$ cat config.mk
export PLATFORM = sky130hd
export DESIGN_NAME = sig_gate_counter_flat
export DESIGN_NICKNAME = d
export VERILOG_FILES = /design/src/rtl/sig_gate_counter_pkg.sv /design/src/rtl/sig_gate_counter_if.sv /design/src/rtl/sig_sync_edge.sv /design/src/rtl/sig_gate_counter.sv /design/src/flat_wrapper.sv
export SDC_FILE = /design/constraint.sdc
export NUM_CORES = 1
export LEC_CHECK = 0
export CAP_MARGIN = 20
export CORE_MARGIN = 4
export CORE_UTILIZATION = 47
export CTS_BUF_LIST = sky130_fd_sc_hd__clkbuf_8
export CTS_CLUSTER_SIZE = 30
export DETAILED_ROUTE_END_ITERATION = 10
export PLACE_DENSITY_LB_ADDON = 0.1
export SYNTH_ARGS = -nofsm -noshare
export SYNTH_HDL_FRONTEND = slang
export SYNTH_SLANG_ARGS = --single-unit
$ cat constraint.sdc
create_clock -name CLK -period 3.55 [get_ports CLK]
set_input_delay 0.71 -clock CLK [delete_from_list [all_inputs] [get_ports CLK]]
set_output_delay 0.71 -clock CLK [all_outputs]
set_load 0.05 [all_outputs]
$ cat src/rtl/sig_gate_counter_pkg.sv
// Shared types and default sizing for the frequency-counter front end and its readout block.
package sfc_pkg;

    typedef enum logic {
        IDLE,
        GATE
    } state_e;

    localparam int unsigned CNT_W_DEF       = 32;
    localparam int unsigned GATE_CYCLES_DEF = 10_000_000;

endpackage

$ cat src/rtl/sig_gate_counter_if.sv
// Result channel of the gated edge counter: captured count plus valid/ready handshake.
interface sig_gate_counter_if
    import sfc_pkg::*;
#(
    parameter int unsigned CNT_W = CNT_W_DEF
);

    logic [CNT_W-1:0] COUNT;
    logic             COUNT_OVF;
    logic             COUNT_VALID;
    logic             COUNT_READY;

    modport master (
        output COUNT,
        output COUNT_OVF,
        output COUNT_VALID,
        input  COUNT_READY
    );

    modport slave (
        input  COUNT,
        input  COUNT_OVF,
        input  COUNT_VALID,
        output COUNT_READY
    );

endinterface

$ cat src/rtl/sig_sync_edge.sv
// Multi-flop synchroniser for an asynchronous input followed by a rising-edge detector.
module sig_sync_edge #(
    parameter int unsigned SYNC_STAGES = 2
) (
    input  logic clk,
    input  logic rst,
    input  logic async_i,
    output logic rise
);

    logic [SYNC_STAGES-1:0] sync_q;
    logic                   dly_q;

    always_ff @(posedge clk or posedge rst) begin
        if (rst) begin
            sync_q <= '0;
            dly_q  <= 1'b0;
        end else begin
            sync_q <= {sync_q[SYNC_STAGES-2:0], async_i};
            dly_q  <= sync_q[SYNC_STAGES-1];
        end
    end

    always_comb rise = sync_q[SYNC_STAGES-1] & ~dly_q;

endmodule

$ cat src/rtl/sig_gate_counter.sv
// Gated edge counter: counts synchronised rising edges of SIG_IN over GATE_CYCLES clocks,
// single-shot or back-to-back, and hands each result to the readout over valid/ready.
module sig_gate_counter
    import sfc_pkg::*;
#(
    parameter int unsigned GATE_CYCLES = GATE_CYCLES_DEF,
    parameter int unsigned CNT_W       = CNT_W_DEF,
    parameter int unsigned SYNC_STAGES = 2
) (
    input  logic                CLK,
    input  logic                RESET,
    input  logic                SIG_IN,
    input  logic                START,
    input  logic                CONTINUOUS,
    sig_gate_counter_if.master  res,
    output logic                MISSED,
    output logic                BUSY
);

    localparam int unsigned      GW        = $clog2(GATE_CYCLES);
    localparam logic [GW-1:0]    GATE_LOAD = GW'(GATE_CYCLES - 1);
    localparam logic [GW-1:0]    GATE_ONE  = GW'(1);
    localparam logic [CNT_W-1:0] EDGE_ONE  = CNT_W'(1);
    localparam logic [CNT_W-1:0] EDGE_MAX  = '1;

    state_e           state_q, state_d;
    logic [GW-1:0]    gate_q, gate_d;
    logic [CNT_W-1:0] edge_q, edge_d, edge_nx;
    logic             ovf_q, ovf_d, ovf_nx;
    logic [CNT_W-1:0] count_q, count_d;
    logic             cnt_ovf_q, cnt_ovf_d;
    logic             valid_q, valid_d;
    logic             missed_q, missed_d;
    logic             load;
    logic             rise;

    sig_sync_edge #(
        .SYNC_STAGES(SYNC_STAGES)
    ) u_sync (
        .clk    (CLK),
        .rst    (RESET),
        .async_i(SIG_IN),
        .rise   (rise)
    );

    always_ff @(posedge CLK or posedge RESET) begin
        if (RESET) begin
            state_q   <= IDLE;
            gate_q    <= '0;
            edge_q    <= '0;
            ovf_q     <= 1'b0;
            count_q   <= '0;
            cnt_ovf_q <= 1'b0;
            valid_q   <= 1'b0;
            missed_q  <= 1'b0;
        end else begin
            state_q   <= state_d;
            gate_q    <= gate_d;
            edge_q    <= edge_d;
            ovf_q     <= ovf_d;
            count_q   <= count_d;
            cnt_ovf_q <= cnt_ovf_d;
            valid_q   <= valid_d;
            missed_q  <= missed_d;
        end
    end

    // Saturating edge count including this cycle's rise, so the last gate cycle is captured too.
    always_comb begin
        edge_nx = edge_q;
        ovf_nx  = ovf_q;
        if (rise) begin
            if (edge_q == EDGE_MAX) ovf_nx  = 1'b1;
            else                    edge_nx = edge_q + EDGE_ONE;
        end
    end

    always_comb begin
        state_d   = state_q;
        gate_d    = gate_q;
        edge_d    = edge_q;
        ovf_d     = ovf_q;
        count_d   = count_q;
        cnt_ovf_d = cnt_ovf_q;
        valid_d   = valid_q & ~res.COUNT_READY;
        missed_d  = missed_q;
        load      = 1'b0;

        case (state_q)
            IDLE: begin
                if (START) missed_d = 1'b0;
                if (START || CONTINUOUS) begin
                    state_d = GATE;
                    load    = 1'b1;
                end
            end
            GATE: begin
                edge_d = edge_nx;
                ovf_d  = ovf_nx;
                gate_d = gate_q - GATE_ONE;
                if (gate_q == '0) begin
                    // A capture overrides a simultaneous handshake.
                    count_d   = edge_nx;
                    cnt_ovf_d = ovf_nx;
                    valid_d   = 1'b1;
                    if (valid_q && !res.COUNT_READY) missed_d = 1'b1;
                    if (CONTINUOUS) load    = 1'b1;
                    else            state_d = IDLE;
                end
            end
            default: state_d = IDLE;
        endcase

        if (load) begin
            gate_d = GATE_LOAD;
            edge_d = '0;
            ovf_d  = 1'b0;
        end
    end

    assign res.COUNT       = count_q;
    assign res.COUNT_OVF   = cnt_ovf_q;
    assign res.COUNT_VALID = valid_q;
    assign MISSED          = missed_q;
    assign BUSY            = (state_q == GATE);

endmodule
$ cat src/flat_wrapper.sv
// flat-port wrapper written by rule: the top's interface ports become plain ports
module sig_gate_counter_flat import sfc_pkg::*;
#(
    parameter int unsigned GATE_CYCLES = GATE_CYCLES_DEF,
    parameter int unsigned CNT_W       = CNT_W_DEF,
    parameter int unsigned SYNC_STAGES = 2
)
  (CLK, RESET, SIG_IN, START, CONTINUOUS, MISSED, BUSY, res_COUNT, res_COUNT_OVF, res_COUNT_VALID, res_COUNT_READY);
  sig_gate_counter_if #(.CNT_W(CNT_W)) res_i ();
  input  logic CLK;
  input  logic RESET;
  input  logic SIG_IN;
  input  logic START;
  input  logic CONTINUOUS;
  output logic MISSED;
  output logic BUSY;
  output wire logic [$bits(res_i.COUNT)-1:0] res_COUNT;
  output wire logic [$bits(res_i.COUNT_OVF)-1:0] res_COUNT_OVF;
  output wire logic [$bits(res_i.COUNT_VALID)-1:0] res_COUNT_VALID;
  input wire logic [$bits(res_i.COUNT_READY)-1:0] res_COUNT_READY;
  assign res_COUNT = res_i.COUNT;
  assign res_COUNT_OVF = res_i.COUNT_OVF;
  assign res_COUNT_VALID = res_i.COUNT_VALID;
  assign res_i.COUNT_READY = res_COUNT_READY;
  sig_gate_counter #(.GATE_CYCLES(GATE_CYCLES), .CNT_W(CNT_W), .SYNC_STAGES(SYNC_STAGES)) u_core (.CLK(CLK), .RESET(RESET), .SIG_IN(SIG_IN), .START(START), .CONTINUOUS(CONTINUOUS), .res(res_i), .MISSED(MISSED), .BUSY(BUSY));
endmodule
==> metrics.md <==
| Metric | Value |
|---|---|
| Initial antenna violation count | 0 |
| Total wire length | 13,300 um |
| Number of global-route vias before repair | 4,195 |
| Post-Syn Instances | 571 |
| Post-synthesis sequential area ratio | 46.3% |
| Via Count | 4,506 |
| #FFs+latches synth | 96 |
| Most common cell after layout, fill and taps aside | dfrtp_1 |
| Slew Limit Fails | 0 |
| Crit share post-route | 77.0% |
| Final Worst Setup Slack | 0.816 ns |
| Unrepaired setup endpoints after global routing | false |
| Drt pass-1 iters | 5 |
| Most frequent cells in the layout | dfrtp_1, nand2_1, clkdlybuf4s50_1, o21ai_0, nor2_1 |
| Overflow after GRT | 0 |
| Synth-to-layout area growth | 15.2% |
| Worst-Skew Late Latency | 0.38 ns |
| Number of core rows | 38 |
| Worst Path Arrival | 3.04 ns |
| IO Port Bufs | 41 |
| Final antenna diode count | 0 |
| HPWL after DPL | 9210 um |
| Post-Place Worst Slack | 0.863 ns |
| Mapped Nets | 580 |
| Type of the worst setup path | reg2reg |
| First-pass GRT wire length | 21,900 um |
| Cts repair resizes | 0 |
| Kind of start point of the critical path | flop |
| Fin area | 5980 um2 |
| Post-CTS Hold Buffers | 0 |
| Syn_area_per_cell | 9.09 um2 |
| Synth Cell Area | 5190 um2 |
| Setup_tns | 0 ns |
| Synth unique cells | 52 |
| Setup violators final | 0 |
| Worst Hold Class | reg2reg |
| Avg WL per Cell | 17.9 um |
| Worst-Margin Slew | 0.878 ns |
| Status | completed |
| Maximum clock frequency | 366 MHz |
| I/O Pins | 42 |
| Leakage Power | 2.43 nW |
| ANT nets after route | 0 |
| Initial Util | 47.9% |
| Worst Setup End Kind | flop |
| Flop-to-flop setup slack | 0.82 ns |
| Initial DRC Count | 312 |
| CTS Buf Count | 9 |
| DP Area | 5750 um2 |
| Clock-pin slew of the registers on the worst-case setup and hold paths | 0.10 ns |
| Core area | 10,800 um2 |
| CTS tree | done |
| # Post-CTS Setup Buffers | 0 |
| CP most frequent cell | nand3_1 |
| DIE WIDTH | 113 um |
| CTS Buffer Depth | 2 |
| Fin nets | 605 |
| Crit path cell chain | inv_1 > ha_1 > nor4b_1 > nand3_1 > or3_1 > or4_1 > nand3_1 |
| Die Y-Extent | 113 um |
| Number of flops mapped to enable cells by yosys | 0 |
| Synth warn | 0 |
| Routability cong. | 0.894 |
| Worst slew margin | 39.9% |
| Die area | 12,800 um2 |
| Setup Skew | 0.0128 ns |
| Pwr Density | 410 nW/um2 |
| Vias per std cell | 6.08 |
| Total chip power | 2.45 mW |
| Worst path required time | 3.86 ns |
| Critical-path top delay cell | or3_1 |
| Final Hold Fails | 0 |
| Drc violations | 0 |
| CTS H-Tree Depth | 3 |
| Largest net degree at the start of global routing | 52 |
| Largest stage delay, worst path | 0.66 ns |
| Async SR Flop Fraction | 100% |
| Layout cells sized above 1 | 7.15% |
| Ys flop type | dfrtp_1 |
| Peak VDD IR | 0.385 mV |
| CTS root buf | clkbuf_8 |
| Crit path time final | 2.73 ns |
| Worst-path maximum fanout | 14 |
| Gr usage total | 21.4% |
| Clk sinks | 96 |
| Max-cap violations | 0 |
[layout make-up]
| type | instances | area, um2 |
|---|---|---|
| fillers | 1028 | 4860 |
| clock buffers | 10 | 138 |
| flip-flops and latches | 96 | 2400 |
| multi-input cells | 419 | 2570 |
| inverters | 15 | 58.8 |
| repair buffers | 55 | 548 |
| clock inverters | 6 | 90.1 |
| well taps | 140 | 175 |
[metrics by stage]
step | instances | hold WS [ns] | util (%)
after global routing | 741 | 0.363 | 55.2
after global placement | 724 | 0.334 | 52.8
after CTS | 741 | 0.359 | 55.2
final | 741 | 0.360 | 55.2
after floorplan | 571 | 0.331 | -
after detailed placement | 725 | 0.338 | 53.1
[worst max-delay path, delay by kind of cell (launching register included)]
kind / cells / cell delay [ns]
buffers and inverters: 1 / 0.10
DFF: 1 / 0.44
adders and majority gates: 1 / 0.14
and+or+nand+nor: 5 / 1.98
[synthesized netlist by cell type (10+ instances only)]
cell	count	area (um2)
nor3_1	16	80.1
xnor2_1	28	245
nor4_1	13	81.3
a21oi_1	12	60.1
nand4_1	21	131
clkbuf_1	33	124
nor2_1	35	131
or3_1	13	81.3
a31oi_1	34	213
o21ai_0	41	205
o211ai_1	10	75.1
dfrtp_1	96	2400
or4_1	15	113
nand2_1	59	221
inv_1	15	56.3
nand3_1	30	150
[worst paths after layout]
check	to	from	cells after the start
setup / recovery	u_core.res.COUNT[3]	u_core.gate_q[0]	7
hold / removal	u_core.u_sync.sync_q[1]	u_core.u_sync.sync_q[0]	0
setup reg to reg	u_core.res.COUNT[3]	u_core.gate_q[0]	7
hold reg to reg	u_core.u_sync.sync_q[1]	u_core.u_sync.sync_q[0]	0
max in group asynchronous	u_core.edge_q[30]	RESET	3
min in group asynchronous	u_core.res.COUNT[3]	RESET	2
[state kept, by name, indices dropped and copies added (netlist names)]
signal and count:
u_core.edge_q 32, u_core.res.COUNT 32, u_core.gate_q 24, u_core.u_sync.sync_q 2, u_core.BUSY 1, u_core.MISSED 1, u_core.ovf_q 1, u_core.res.COUNT_OVF 1
u_core.res.COUNT_VALID 1, u_core.u_sync.dly_q 1
[cells by family (layout without fill, tap and decap cells)]
logic type	count (synthesis)	after routing	share of synthesized area, %
AND/OR/NAND/NOR	245	245	25.7
AO/OA/AOI/OAI	132	132	16.3
flip-flops	96	96	46.3
buffers and inverters	56	86	4.36
XOR/XNOR	37	37	6.24
adder cells (fa/ha/maj)	3	3	0.723
multiplexers	2	2	0.434
[report_power, final]
group / switching [mW] / total [mW] / internal [mW]
logic: 0.161 / 0.292 / 0.131
registers: 0.146 / 1.34 / 1.19
clock network: 0.401 / 0.821 / 0.420
[per-layer routing]
layer	track usage (%)	share of wire, %
met1	29.8	46
met2	33.5	47
met3	4.60	5.3
met4	6.73	1.9
met5	0	0
(Power assumes the default switching activity.)
